==> config.mk <==
export PLATFORM = sky130hd
export DESIGN_NAME = uart_tx_serializer
export DESIGN_NICKNAME = d
export VERILOG_FILES = /design/src/rtl/uart_tx_serializer.sv
export SDC_FILE = /design/constraint.sdc
export NUM_CORES = 1
export LEC_CHECK = 0
export CORE_MARGIN = 2
export CORE_UTILIZATION = 52
export DETAILED_ROUTE_END_ITERATION = 6
export PLACE_DENSITY = 0.82
export SYNTH_ARGS = -nofsm -noshare
export SYNTH_HDL_FRONTEND = slang
export SYNTH_SLANG_ARGS = --single-unit
==> constraint.sdc <==
create_clock -name clk -period 2.3 [get_ports clk]
set_clock_uncertainty 0.05 [all_clocks]
set_input_delay 0.46 -clock clk [delete_from_list [all_inputs] [get_ports clk]]
set_output_delay 0.46 -clock clk [all_outputs]
set_load 0.1 [all_outputs]
==> src/rtl/uart_tx_serializer.sv <==
// uart_tx_serializer: 8N1 UART transmitter fed by a valid/ready byte handshake.
// Define UART_TX_PARITY_EN to insert an even parity bit between the data bits and the stop bit.
module uart_tx_serializer #(
  parameter int CLKS_PER_BIT = 8,
  parameter bit MSB_FIRST    = 1'b1
) (
  input  logic       clk,
  input  logic       reset,
  input  logic [7:0] tx_data,
  input  logic       tx_valid,
  output logic       tx_ready,
  output logic       uart_tx,
  output logic       tx_busy,
  output logic       tx_done
);

  localparam int               CNT_W    = $clog2(CLKS_PER_BIT);
  localparam logic [CNT_W-1:0] CNT_LAST = CNT_W'(CLKS_PER_BIT - 1);

`ifdef UART_TX_PARITY_EN
  typedef enum logic [2:0] {IDLE, START, DATA, PARITY, STOP} state_t;
`else
  typedef enum logic [2:0] {IDLE, START, DATA, STOP} state_t;
`endif

  state_t           state_q, state_d;
  logic [CNT_W-1:0] clk_cnt_q, clk_cnt_d;
  logic [2:0]       bit_cnt_q, bit_cnt_d;
  logic [7:0]       shift_q, shift_d;
  logic             uart_tx_q, uart_tx_d;
  logic             tx_ready_q, tx_ready_d;
  logic             tx_busy_q, tx_busy_d;
  logic             tx_done_q, tx_done_d;
  logic             accept;
  logic             bit_end;
`ifdef UART_TX_PARITY_EN
  logic             parity_q, parity_d;
`endif

  always_comb begin
    state_d   = state_q;
    clk_cnt_d = clk_cnt_q;
    bit_cnt_d = bit_cnt_q;
    shift_d   = shift_q;
    // tx_ready_q is only high in IDLE and in the final STOP cycle
    accept    = tx_valid & tx_ready_q;
    bit_end   = (clk_cnt_q == CNT_LAST);

    if (state_q != IDLE) begin
      clk_cnt_d = bit_end ? '0 : clk_cnt_q + CNT_W'(1);
    end

    case (state_q)
      IDLE: begin
        if (accept) begin
          state_d   = START;
          shift_d   = tx_data;
          clk_cnt_d = '0;
          bit_cnt_d = '0;
        end
      end
      START: begin
        if (bit_end) state_d = DATA;
      end
      DATA: begin
        if (bit_end) begin
          shift_d = MSB_FIRST ? {shift_q[6:0], 1'b0} : {1'b0, shift_q[7:1]};
          if (bit_cnt_q == 3'd7) begin
            bit_cnt_d = '0;
`ifdef UART_TX_PARITY_EN
            state_d   = PARITY;
`else
            state_d   = STOP;
`endif
          end else begin
            bit_cnt_d = bit_cnt_q + 3'd1;
          end
        end
      end
`ifdef UART_TX_PARITY_EN
      PARITY: begin
        if (bit_end) state_d = STOP;
      end
`endif
      STOP: begin
        if (bit_end) begin
          if (accept) begin
            state_d = START;
            shift_d = tx_data;
          end else begin
            state_d = IDLE;
          end
        end
      end
      default: state_d = IDLE;
    endcase

`ifdef UART_TX_PARITY_EN
    parity_d = accept ? ^tx_data : parity_q;
`endif

    // Outputs are derived from the next state so they can be registered without lag
    tx_busy_d  = (state_d != IDLE);
    tx_done_d  = (state_d == STOP) && (clk_cnt_d == CNT_LAST);
    tx_ready_d = (state_d == IDLE) || tx_done_d;
    case (state_d)
      START:   uart_tx_d = 1'b0;
      DATA:    uart_tx_d = MSB_FIRST ? shift_d[7] : shift_d[0];
`ifdef UART_TX_PARITY_EN
      PARITY:  uart_tx_d = parity_d;
`endif
      default: uart_tx_d = 1'b1;
    endcase
  end

  always_ff @(posedge clk) begin
    if (reset) begin
      state_q    <= IDLE;
      clk_cnt_q  <= '0;
      bit_cnt_q  <= '0;
      shift_q    <= '0;
      uart_tx_q  <= 1'b1;
      tx_ready_q <= 1'b1;
      tx_busy_q  <= 1'b0;
      tx_done_q  <= 1'b0;
`ifdef UART_TX_PARITY_EN
      parity_q   <= 1'b0;
`endif
    end else begin
      state_q    <= state_d;
      clk_cnt_q  <= clk_cnt_d;
      bit_cnt_q  <= bit_cnt_d;
      shift_q    <= shift_d;
      uart_tx_q  <= uart_tx_d;
      tx_ready_q <= tx_ready_d;
      tx_busy_q  <= tx_busy_d;
      tx_done_q  <= tx_done_d;
`ifdef UART_TX_PARITY_EN
      parity_q   <= parity_d;
`endif
    end
  end

  assign uart_tx  = uart_tx_q;
  assign tx_ready = tx_ready_q;
  assign tx_busy  = tx_busy_q;
  assign tx_done  = tx_done_q;

endmodule

==> summary.md <==
| Metric | Value |
|---|---|
| First-pass GRT wire length | 3.84 mm |
| Sequential element share of the synthesized area | 39.8% |
| Worst Reg-to-Reg Cells | 7 |
| Total clock sinks | 21 |
| Via count | 982 |
| Worst Hold Class | register to register |
| Max-cap violations | 0 |
| Synth cell types | 41 |
| Initial antenna violation count | 0 |
| CTS tree | built |
| Worst hold start | bit_cnt_q[2] |
| Hpwl dp | 1.76 mm |
| PD cells | 526 mW/mm² |
| Required time of the critical path | 2.48 ns |
| Max-slew violation count | 0 |
| Num ports | 15 |
| GRT Residual Overflow | 0 |
| Worst Path Max Fanout | 6 |
| Setup TNS | 0 ns |
| Final nets | 157 |
| Post-CTS resize count | 0 |
| Post-Synthesis Cell Area | 0.00106 mm² |
| Main synth FF type | dfxtp_1 |
| Synth Area per Inst | 8.52 µm² |
| Xor/xnor cell area share of the yosys netlist | 0% |
| Port bufs | 14 |
| Die area | 0.00241 mm² |
| Die Y | 49.1 µm |
| Final hold viol count | 0 |
| Number of nets with antenna violations after routing | 0 |
| Crit share post-route | 89.8% |
| Post-synth EDFFs | 0 |
| WL final | 2.29 mm |
| Final setup viols | 0 |
| Fraction of registers with async set/reset | 0% |
| Initial DRT Pass Iterations | 4 |
| Compound-Gate Fraction of Synth Area | 26.9% |
| Fmax achieved | 484 MHz |
| Origin of the worst setup path | clk_cnt_q[0] |
| Syn Nets | 140 |
| Layout cells sized above 1 | 12.1% |
| Peak VDD IR | 368 µV |
| Lkg Pwr | 0.500 nW |
| Post-synthesis simple-gate area fraction | 21.4% |
| # Post-CTS Setup Buffers | 0 |
| Post-Syn Instances | 124 |
| CTS Hold Bufs | 0 |
| CTS buffer count | 3 |
| Clock buffer depth | 2 |
| GP Congestion | 0.869 |
| Adder-cell area share of the yosys netlist | 5.92% |
| Multiplexer share of the synthesized area | 1.07% |
| Starting DRT DRC Count | 16 |
| Yosys warns | 0 |
| RSZ-0062 raised after global routing | false |
| Wirelength per Cell | 13.7 µm |
| Vias in the first global route | 906 |
| Largest net degree at the start of global routing | 15 |
| RR Startpoint | clk_cnt_q[0] |
| Worst setup path category | register to register |
| Crit path launch type | register |
| Number of synthesized register bits | 21 |
| Worst hold stages | 2 |
| Starting Density | 54.4% |
| CP Capture Point | shift_q[4] |
| Status | finished clean |
| RR Endpoint | shift_q[4] |
| Rows | 16 |
| Die X | 49.1 µm |
| Core Area | 0.00194 mm² |
| Worst relative slew slack | 65.7% |
| Worst slew pin tran | 0.510 ns |
| Root Driver | clkbuf_4 |
| Area Growth Syn to Fin | 18.5% |
| Critical Path End Type | register |
| Clock transition at path regs | 0.11 ns |
| Main combinational cell family by area after synthesis | compound AO/OA/AOI/OAI gates |
| DRC violations left | 0 |
| Crit path time final | 2.07 ns |
| Routed vias/inst | 5.88 |
| N_diodes | 0 |
| Final Total Pwr | 0.658 mW |
| Crit path DAT | 2.24 ns |
| Clk Latency, worst-skew pair | 0.29 ns |
| FF-to-FF setup slack | 0.23 ns |
| H-tree depth | 1 |
| GRT Total Usage | 19.9% |
## metal layers
layer / up-vias / track usage, % / routed length, µm
li1: 490 / - / -
met1: 463 / 24.9 / 1030
met2: 29 / 36.3 / 1180
met3: 0 / 2.15 / 89
met4: 0 / 4.76 / 0
met5: - / 0 / 0
## final cells by class
| class | count | area [µm²] |
|---|---|---|
| multi-input combinational | 93 | 588 |
| tap | 27 | 33.8 |
| fill | 176 | 691 |
| timing repair buffer | 20 | 175 |
| sequential | 21 | 420 |
| clock buffer | 4 | 26.3 |
| inverter | 2 | 7.51 |
## sequential cells by signal (all words and copies together), names as in the netlist
name	flops
tx_done	1
state_q	3
uart_tx	1
shift_q	8
clk_cnt_q	3
bit_cnt_q	3
tx_ready	1
tx_busy	1
## synth_stat cells, types with 2 or more instances
library cell,n,area share (%)
dfxtp_1,21,40
a21oi_1,16,7.6
nand2_1,12,4.3
nor3_1,7,3.3
a22oi_1,6,4.3
nor2_1,6,2.1
o21ai_0,6,2.8
ha_1,5,5.9
clkbuf_1,4,1.4
nand3_1,3,1.4
nand3b_1,3,2.1
a31oi_1,2,1.2
buf_2,2,0.95
inv_1,2,0.71
nor2b_1,2,1.2
o2bb2ai_1,2,1.7
## how the worst min path moves through the flow
stage,endpoint,slack (ns)
3_5_place_dp,bit_cnt_q[2],0.41
5_1_grt,bit_cnt_q[2],0.45
4_1_cts,bit_cnt_q[2],0.42
2_1_floorplan,bit_cnt_q[1],0.39
3_3_place_gp,bit_cnt_q[1],0.40
6_report,bit_cnt_q[2],0.42
## stage by stage
| stage | setup WS (ns) | area (µm²) | std cells | hold WS [ns] | utilization [%] |
|---|---|---|---|---|---|
| global placement | 0.206 | 1220 | 163 | 0.396 | 63.1 |
| global route | 0.0884 | 1250 | 167 | 0.446 | 64.4 |
| finish | 0.234 | 1250 | 167 | 0.420 | 64.4 |
| floorplan | 0.0286 | 1060 | 124 | 0.386 | - |
| CTS | 0.281 | 1250 | 167 | 0.422 | 64.4 |
| detailed placement | 0.139 | 1220 | 163 | 0.407 | 63.1 |
## cell families after synthesis
family,Yosys count
muxes,1
DFF,21
adders and majority gates,5
other,1
AOI/OAI and AO/OA,43
buffers and inverters,10
and+or+nand+nor,43
## critical path: stages (launching register included)
cell	delay, ns
dfxtp_1	0.38
ha_1	0.20
ha_1	0.27
nand3_1	0.16
a21oi_1	0.47
buf_4	0.24
a22oi_1	0.07
a21oi_1	0.16
## layout by cell type (no fill, tap or decap), types with 2 or more instances in the layout
cell             count
o21ai_0              6
a31oi_1              2
clkdlybuf4s50_1     10
nand3_1              3
o2bb2ai_1            2
buf_4               10
dfxtp_1             21
nor3_1               7
ha_1                 5
nand2_1             12
clkbuf_4             3
nand3b_1             3
inv_1                2
nor2_1               6
a22oi_1              6
a21oi_1             16
nor2b_1              2
## power by group
| group | total (mW) | internal (mW) | switching, mW |
|---|---|---|---|
| Combinational | 0.0979 | 0.0421 | 0.0557 |
| Sequential | 0.388 | 0.377 | 0.0109 |
| Clock | 0.173 | 0.0674 | 0.105 |
| Total | 0.658 | 0.486 | 0.172 |
Power figures use the tool's default switching activity.
